<file path="src/rtl/kbd_host_tx_pkg.sv">
// Shared definitions for the PS/2 host-to-device transmitter: FSM state
// encodings, frame geometry, common keyboard command codes and a helper that
// builds the shifted part of a frame.
package kbd_host_tx_pkg;

   // Full frame on the wire: start, 8 data, parity, stop.
   localparam int unsigned PS2_FRAME_BITS = 11;
   // Bits actually shifted by device clocks (the start bit goes out during RTS).
   localparam int unsigned FRAME_REG_BITS = PS2_FRAME_BITS - 1;

   // Common host-to-keyboard command codes.
   localparam logic [7:0] CMD_SET_LEDS = 8'hED;
   localparam logic [7:0] CMD_ECHO     = 8'hEE;
   localparam logic [7:0] CMD_ENABLE   = 8'hF4;
   localparam logic [7:0] CMD_RESET    = 8'hFF;

   typedef enum logic [2:0] {
      StIdle,
      StInhibit,
      StRts,
      StSend,
      StAck,
      StWaitRel
   } state_e;

   // {stop, odd parity, data}; bit 0 is the first bit shifted after the start bit.
   function automatic logic [FRAME_REG_BITS-1:0] build_frame(input logic [7:0] data);
      return {1'b1, ~^data, data};
   endfunction

endpackage

</file>
<file path="src/rtl/kbd_host_tx_clk_filter.sv">
// PS/2 clock conditioner: two-flop synchroniser followed by a sample history.
// A fall is reported for exactly one cycle when the older half of the history
// is all ones and the newer half all zeros, which rejects short glitches.
module kbd_host_tx_clk_filter #(
   parameter int unsigned FILT_LEN = 8
) (
   input  logic clk,
   input  logic reset,
   input  logic ps2clk,
   output logic fall,
   output logic clk_hi
);

   localparam int unsigned Half = FILT_LEN / 2;

   logic [1:0]          sync_q, sync_d;
   logic [FILT_LEN-1:0] hist_q, hist_d;

   // Shift the pad into the synchroniser and the synchronised value into the history.
   always_comb begin
      sync_d = {sync_q[0], ps2clk};
      hist_d = {hist_q[FILT_LEN-2:0], sync_q[1]};
   end

   // Idle bus is high, so reset everything to ones to avoid a spurious fall.
   always_ff @(posedge clk) begin
      if (reset) begin
         sync_q <= '1;
         hist_q <= '1;
      end else begin
         sync_q <= sync_d;
         hist_q <= hist_d;
      end
   end

   assign fall   = (&hist_q[FILT_LEN-1:Half]) & ~(|hist_q[Half-1:0]);
   assign clk_hi = sync_q[1];

endmodule

</file>
<file path="src/rtl/kbd_host_tx.sv">
// PS/2 host-to-device transmitter. Inhibits the clock, issues request-to-send,
// shifts the frame out on device-generated clock falls and checks the device
// ACK. Drives the shared open-drain pads only through the two *_low outputs.
module kbd_host_tx
   import kbd_host_tx_pkg::*;
#(
   parameter int unsigned INHIBIT_CYCLES = 5000,
   parameter int unsigned TIMEOUT_CYCLES = 750000,
   parameter int unsigned FILT_LEN       = 8
) (
   input  logic       clk,
   input  logic       reset,
   input  logic       ps2clk,
   input  logic       ps2data,
   input  logic [7:0] tx_data,
   input  logic       tx_start,
   output logic       ps2clk_low,
   output logic       ps2data_low,
   output logic       busy,
   output logic       done,
   output logic       err
);

   localparam int unsigned InhW = $clog2(INHIBIT_CYCLES + 1);
   localparam int unsigned TmoW = $clog2(TIMEOUT_CYCLES + 1);

   localparam logic [InhW-1:0] InhLast = InhW'(INHIBIT_CYCLES - 1);
   localparam logic [TmoW-1:0] TmoMax  = TmoW'(TIMEOUT_CYCLES);
   // Bit index shifted on the last data-phase fall (the stop bit).
   localparam logic [3:0]      LastBit = 4'(FRAME_REG_BITS - 1);

   state_e state_q, state_d;

   logic [FRAME_REG_BITS-1:0] frame_q, frame_d;
   logic [3:0]                bitcnt_q, bitcnt_d;
   logic [InhW-1:0]           inh_cnt_q, inh_cnt_d;
   logic [TmoW-1:0]           tmo_cnt_q, tmo_cnt_d;
   logic                      data_low_q, data_low_d;
   logic [1:0]                data_sync_q, data_sync_d;

   logic fall, clk_hi, data_hi;
   logic timed, tmo_hit, nack, err_evt, done_evt;

   kbd_host_tx_clk_filter #(
      .FILT_LEN (FILT_LEN)
   ) u_clk_filter (
      .clk    (clk),
      .reset  (reset),
      .ps2clk (ps2clk),
      .fall   (fall),
      .clk_hi (clk_hi)
   );

   assign data_hi = data_sync_q[1];

   // Timeout only runs once the device owns the clock.
   assign timed    = (state_q == StSend) || (state_q == StAck) || (state_q == StWaitRel);
   assign tmo_hit  = timed && (tmo_cnt_q == TmoMax);
   assign nack     = (state_q == StAck) && fall && data_hi;
   assign err_evt  = tmo_hit || nack;
   assign done_evt = (state_q == StWaitRel) && clk_hi && data_hi && !tmo_hit;

   // State register.
   always_ff @(posedge clk) begin
      if (reset) begin
         state_q <= StIdle;
      end else begin
         state_q <= state_d;
      end
   end

   // Next-state logic.
   always_comb begin
      state_d = state_q;
      unique case (state_q)
         StIdle: begin
            if (tx_start) state_d = StInhibit;
         end
         StInhibit: begin
            if (inh_cnt_q == InhLast) state_d = StRts;
         end
         StRts: begin
            state_d = StSend;
         end
         StSend: begin
            if (tmo_hit) begin
               state_d = StIdle;
            end else if (fall && (bitcnt_q == LastBit)) begin
               state_d = StAck;
            end
         end
         StAck: begin
            if (tmo_hit) begin
               state_d = StIdle;
            end else if (fall) begin
               state_d = data_hi ? StIdle : StWaitRel;
            end
         end
         StWaitRel: begin
            if (tmo_hit || done_evt) state_d = StIdle;
         end
         default: begin
            state_d = StIdle;
         end
      endcase
   end

   // Outputs; everything is forced released and quiet while reset is held.
   always_comb begin
      ps2clk_low  = 1'b0;
      ps2data_low = 1'b0;
      busy        = 1'b0;
      done        = 1'b0;
      err         = 1'b0;
      if (!reset) begin
         ps2clk_low  = (state_q == StInhibit) || (state_q == StRts);
         // Lines are released in the same cycle a timeout error is flagged.
         ps2data_low = (state_q == StRts) ||
                       ((state_q == StSend) && data_low_q && !tmo_hit);
         done        = done_evt;
         err         = err_evt;
         busy        = (state_q != StIdle) && !done_evt && !err_evt;
      end
   end

   // Datapath registers: frame, counters, data drive and data synchroniser.
   always_ff @(posedge clk) begin
      if (reset) begin
         frame_q     <= '0;
         bitcnt_q    <= '0;
         inh_cnt_q   <= '0;
         tmo_cnt_q   <= '0;
         data_low_q  <= 1'b0;
         data_sync_q <= '1;
      end else begin
         frame_q     <= frame_d;
         bitcnt_q    <= bitcnt_d;
         inh_cnt_q   <= inh_cnt_d;
         tmo_cnt_q   <= tmo_cnt_d;
         data_low_q  <= data_low_d;
         data_sync_q <= data_sync_d;
      end
   end

   // Datapath next-state: latch on accept, count inhibit, shift on falls.
   always_comb begin
      frame_d     = frame_q;
      bitcnt_d    = bitcnt_q;
      inh_cnt_d   = inh_cnt_q;
      tmo_cnt_d   = tmo_cnt_q;
      data_low_d  = data_low_q;
      data_sync_d = {data_sync_q[0], ps2data};

      unique case (state_q)
         StIdle: begin
            tmo_cnt_d  = '0;
            data_low_d = 1'b0;
            if (tx_start) begin
               frame_d   = build_frame(tx_data);
               inh_cnt_d = '0;
               bitcnt_d  = '0;
            end
         end
         StInhibit: begin
            if (inh_cnt_q != InhLast) inh_cnt_d = inh_cnt_q + InhW'(1);
         end
         StRts: begin
            // Start bit: keep data low into SEND until the first fall.
            data_low_d = 1'b1;
            bitcnt_d   = '0;
         end
         StSend: begin
            if (fall && !tmo_hit) begin
               data_low_d = ~frame_q[bitcnt_q];
               bitcnt_d   = bitcnt_q + 4'd1;
            end
         end
         default: begin
         end
      endcase

      // Saturating timeout counter, cleared only in IDLE.
      if (timed && (tmo_cnt_q != TmoMax)) tmo_cnt_d = tmo_cnt_q + TmoW'(1);
   end

endmodule

</file>
<file path="config.mk">
export PLATFORM = sky130hd
export DESIGN_NAME = kbd_host_tx
export DESIGN_NICKNAME = d
export VERILOG_FILES = /design/src/rtl/kbd_host_tx_pkg.sv /design/src/rtl/kbd_host_tx_clk_filter.sv /design/src/rtl/kbd_host_tx.sv
export SDC_FILE = /design/constraint.sdc
export NUM_CORES = 1
export LEC_CHECK = 0
export CAP_MARGIN = 20
export CORE_AREA = 3 3 100 102
export DETAILED_ROUTE_END_ITERATION = 6
export DIE_AREA = 0 0 103 105
export PLACE_DENSITY_LB_ADDON = 0.05
export SLEW_MARGIN = 10
export SYNTH_ARGS = -nofsm -noshare
export SYNTH_HDL_FRONTEND = slang
export SYNTH_SLANG_ARGS = --single-unit
</file>
<file path="constraint.sdc">
create_clock -name clk -period 6 [get_ports clk]
set_input_delay 1.2 -clock clk [delete_from_list [all_inputs] [get_ports clk]]
set_output_delay 1.2 -clock clk [all_outputs]
set_load 0.01 [all_outputs]
</file>
# Word-level counts from Yosys, hierarchy flattened
# Cells that the tools add are included.
# W data, S select, Z words.
# classes
add_sub_neg	3
order_cmp	1
n_eq_ne	17
mux	26
n_bitwise	3
reduce_logical	35
# ops
cell	count
$mux W20	2
$mux W13	2
$pmux W13 S2	1
$mux W3	8
$add A20 B1 Y20 const B	1
$eq A20 B20 Y1 const B	1
$ne A20 B20 Y1 const B	1
$pmux W3 S6	1
$add A13 B1 Y13 const B	1
$eq A13 B13 Y1 const B	1
$logic_and A1 B1 Y1	13
$ne A13 B13 Y1 const B	1
$pmux W4 S3	1
$mux W4	2
$reduce_xnor A8 Y1	1
$mux W1	7
$eq A3 B2 Y1 const B	2
$eq A3 B3 Y1 const B	2
$logic_or A1 B1 Y1	6
$ne A2 B1 Y1 const B	3
$reduce_and A3 Y1	2
$reduce_bool A3 Y1	2
$lt A4 B5 Y1 const B	1
$reduce_and A5 Y1	1
16 further kinds	22
# word_totals
register_bits	63
inputBits	13
wordCells	94

# Depth between registers and ports, before layout
# logic_depth
depth_word	10
depth_mapped	8
mapped_depth_nobuf	7

# Cells and area by module
# From an unflattened synthesis, not the netlist that was laid out.
# hier_totals
cells_unflattened	396
area_unflattened_um2	3281.9
# by_module_without_submodules
mod	instances	cells_each	area_each_um2	seq_area_each_um2
kbd_host_tx	1	373	2991.6	1061.0
kbd_host_tx_clk_filter	1	23	290.3	200.2

# Worst setup path before layout
# OpenSTA, ideal clock, no wires.
# synth_timing
path_kind	input-to-output
start	input port reset
end	output port busy
t_arrival_ps	1935
t_required_ps	4800
path_slack_ps	2865
path_stages	4
cell_sequence	inv_1 clkbuf_1 o211ai_1 a21oi_1
# synth_between
elab_chain_len	1
# synth_lines
element	line	source
start, declared	kbd_host_tx.sv:12	input logic reset,
$mux W1	kbd_host_tx.sv:115	if (!reset) begin
end, declared	kbd_host_tx.sv:19	output logic busy,
# No other way between the ends.

# Worst setup path in the final report
# layout_timing
start	register state_q[2]
end	output port err
# layout_between
elab_chain_len	6
# layout_lines
element	line	source
start, declared	kbd_host_tx.sv:32	state_e state_q, state_d;
start signal, assigned	kbd_host_tx.sv:66	state_q <= StIdle;
start signal, assigned	kbd_host_tx.sv:68	state_q <= state_d;
$eq A3 B2 Y1 or $eq A3 B3 Y1 (tied branches)	kbd_host_tx.sv:57, kbd_host_tx.sv:59	
$logic_or A1 B1 Y1 (2 in series)	kbd_host_tx.sv:57	assign timed = (state_q == StSend) || (state_q == StAck) || (state_q == StWaitRel);
$logic_and A1 B1 Y1	kbd_host_tx.sv:58	assign tmo_hit = timed && (tmo_cnt_q == TmoMax);
$logic_or A1 B1 Y1 *	kbd_host_tx.sv:60	assign err_evt = tmo_hit || nack;
$mux W1 *	kbd_host_tx.sv:115	
end, declared	kbd_host_tx.sv:21	output logic err
# Every way passes the cells marked *; elsewhere a longest branch is shown, timed or not.

==> run summary <==
Outcome -> complete, no violations
Final setup TNS -> 0 ns
CTS root buf -> clkbuf_8
Critical Path Sink Type -> output pin
Worst EP required -> 4.80 ns
Nets -> 397
Hold Crit Class -> reg -> reg
Final setup fails -> 0
DRC -> 0
CTS tree -> done
Wire per inst -> 15.3 µm
P&R area growth vs syn -> 13.6%
Slew @ Worst Pin -> 0.710 ns
1st-iter DRT viols -> 120
CP delay by family, top -> simple AND/OR/NAND/NOR gates
Starting Density -> 0.350
Mean post-synth cell area -> 8.71 µm²
CP max stage cell -> dfxtp_1
Slowest stage delay, CP -> 0.61 ns
Clk sink count -> 63
Last weighted congestion value of the routability-driven placer -> 0.778
Vias in the first global route -> 2495
Top Ports -> 18
First-pass GRT wire length -> 12700 µm
Worst EP arrival -> 2.74 ns
Row cnt -> 35
Final hold violations -> 0
Reg clk slew, reported paths -> 0.07 ns
Post-CTS Setup Bufs -> 0
P_leak -> 1.18 nW
Clock tree buffer depth -> 2
Max rail drop VDD -> 0.000101 V
Initial antenna violation count -> 0
Post-Synthesis Cell Area -> 0.00322 mm²
Syn_nets -> 388
Yosys cell types -> 64
Hpwl dp -> 5040 µm
Max Slew Vio Count -> 0
Asr flop ratio synth -> 0
Number of synthesized flops with an enable pin -> 0
Global route total overflow -> 0
Fin crit period -> 3.94 ns
Sequential area share after synthesis -> 0.391
CTS Buf Count -> 9
Place WS -> 2.16 ns
Antenna Diode Count -> 0
Core Area -> 0.00920 mm²
Post_cts resized -> 0
Detailed-router iteration count before antenna repair -> 4
Critical path class -> reg -> out
Max-cap check violation count -> 0
PD cells -> 319 mW/mm²
Layout cells sized above 1 -> 0.133
Finished Cell Area -> 0.00366 mm²
Yosys warns -> 0
Worst setup SP type -> flop
Final core occ -> 0.398
Synth Flop Type -> dfxtp_1
Worst-Skew Late Latency -> 0.35 ns
Crit path buffers/inverters -> 1
Synth Register Bits -> 63
Die Width -> 103 µm
H-tree lvl count -> 3
Post-DP Area -> 0.00345 mm²
F_max -> 254 MHz
Total Routed Length -> 7560 µm
Inst Count DP -> 479
Final period util -> 0.657
Vias -> 2694
Relative slew slack -> 0.520
Final ANT Viol Nets -> 0
RSZ-0062 raised after global routing -> no
Via/cell ratio -> 5.44
Critical-path cell list -> nor2b_1 -> nand2_1 -> or4_1 -> a21oi_1 -> clkdlybuf4s50_1
Die area -> 0.0108 mm²
Total GRT Usage -> 0.148
Die height -> 105 µm
Clock Skew -> 0.00825 ns
Fin cells -> 495
Synthesized instance count -> 370
CTS Hold Bufs -> 0
Largest net degree at the start of global routing -> 52
Worst setup margin -> 2.06 ns
Critical path peak fanout -> 14
Buffers on Ports -> 17
## metal layers
layer,wire [µm],vias to the layer above,global-route usage
met4,99,0,0.0527
met5,0,-,0
met2,3410,38,0.211
met1,3810,1268,0.216
met3,237,9,0.0320
li1,-,1379,-
## cell families after synthesis
logic type,synth area share
AOI/OAI and AO/OA,0.191
DFF,0.391
xor gates and xnor gates,0.0489
muxes,0.0408
buffers and inverters,0.0369
adders and majority gates,0.0194
and+or+nand+nor,0.272
## stage by stage
step | hold WS [ns] | total power [mW]
5_1_grt | 0.454 | 1.24
2_1_floorplan | 0.389 | 0.708
3_3_place_gp | 0.415 | 0.785
4_1_cts | 0.429 | 1.19
6_report | 0.431 | 1.17
3_5_place_dp | 0.392 | 0.789
## area by class of cell
class / instances / area [µm²]
clock inverters: 3 / 40.0
clock buffers: 13 / 169
fillers: 959 / 5530
flip-flops and latches: 63 / 1260
inverters: 10 / 37.5
well taps: 111 / 139
repair buffers: 18 / 173
multi-input cells: 277 / 1840
## synthesized netlist by cell type (5+ instances only)
library cell	count	area share
nand2b_1	6	0.012
or3_1	7	0.014
nand4_1	9	0.017
inv_1	10	0.012
or2_2	15	0.029
xnor2_1	17	0.046
a21oi_1	25	0.039
dfxtp_1	63	0.39
clkbuf_1	14	0.016
nor3_1	6	0.0093
nand3_1	20	0.031
nor2_1	21	0.024
and3_1	7	0.014
buf_2	5	0.0078
ha_1	5	0.019
a2111oi_0	7	0.019
nand2_1	46	0.054
mux2_2	5	0.017
o2111ai_1	6	0.016
## where the power goes
| part | total [mW] | switching [mW] | internal, mW |
|---|---|---|---|
| clock | 0.393 | 0.168 | 0.225 |
| sequential | 0.484 | 0.0371 | 0.447 |
| combinational | 0.291 | 0.181 | 0.110 |
| total | 1.17 | 0.387 | 0.781 |
## state kept, by name, indices dropped and copies added, names as in the netlist
register / count
u_clk_filter.hist_q: 8
data_low_q: 1
inh_cnt_q: 13
state_q: 3
frame_q: 10
tmo_cnt_q: 20
bitcnt_q: 4
u_clk_filter.sync_q: 2
data_sync_q: 2
## placed cells by master (no fill, tap or decap), types with 3 or more instances in the layout
cell type        netlist  routed
a211oi_1               3       3
or4_1                  4       4
nor2_1                21      21
nor2b_1                3       3
nand2_1               46      46
a2111oi_0              7       7
and3_1                 7       7
o21a_1                 3       3
a311oi_1               4       4
o211ai_1               4       4
mux2_2                 5       5
nand2b_1               6       6
o2111ai_1              6       6
o21ai_0                4       4
nand3_1               20      20
mux2i_1                3       3
or3_1                  7       7
ha_1                   5       5
o41ai_1                3       3
a31oi_1                4       4
or2_2                 15      15
dfxtp_1               63      63
nor3_1                 6       6
clkbuf_8               0      12
a21oi_1               25      25
xnor2_1               17      17
inv_1                 10      10
clkdlybuf4s50_1        0      16
nand4_1                9       9
## path summary, 6_finish.rpt
check | from | end | slack [ns] | cells past startpoint
hold / removal | u_clk_filter.hist_q[2] | u_clk_filter.hist_q[3] | 0.43 | 1
hold reg to reg | u_clk_filter.hist_q[2] | u_clk_filter.hist_q[3] | 0.43 | 1
setup reg to reg | state_q[2] | tmo_cnt_q[4] | 3.54 | 5
setup / recovery | state_q[2] | err | 2.06 | 5
(Power assumes the default switching activity.)
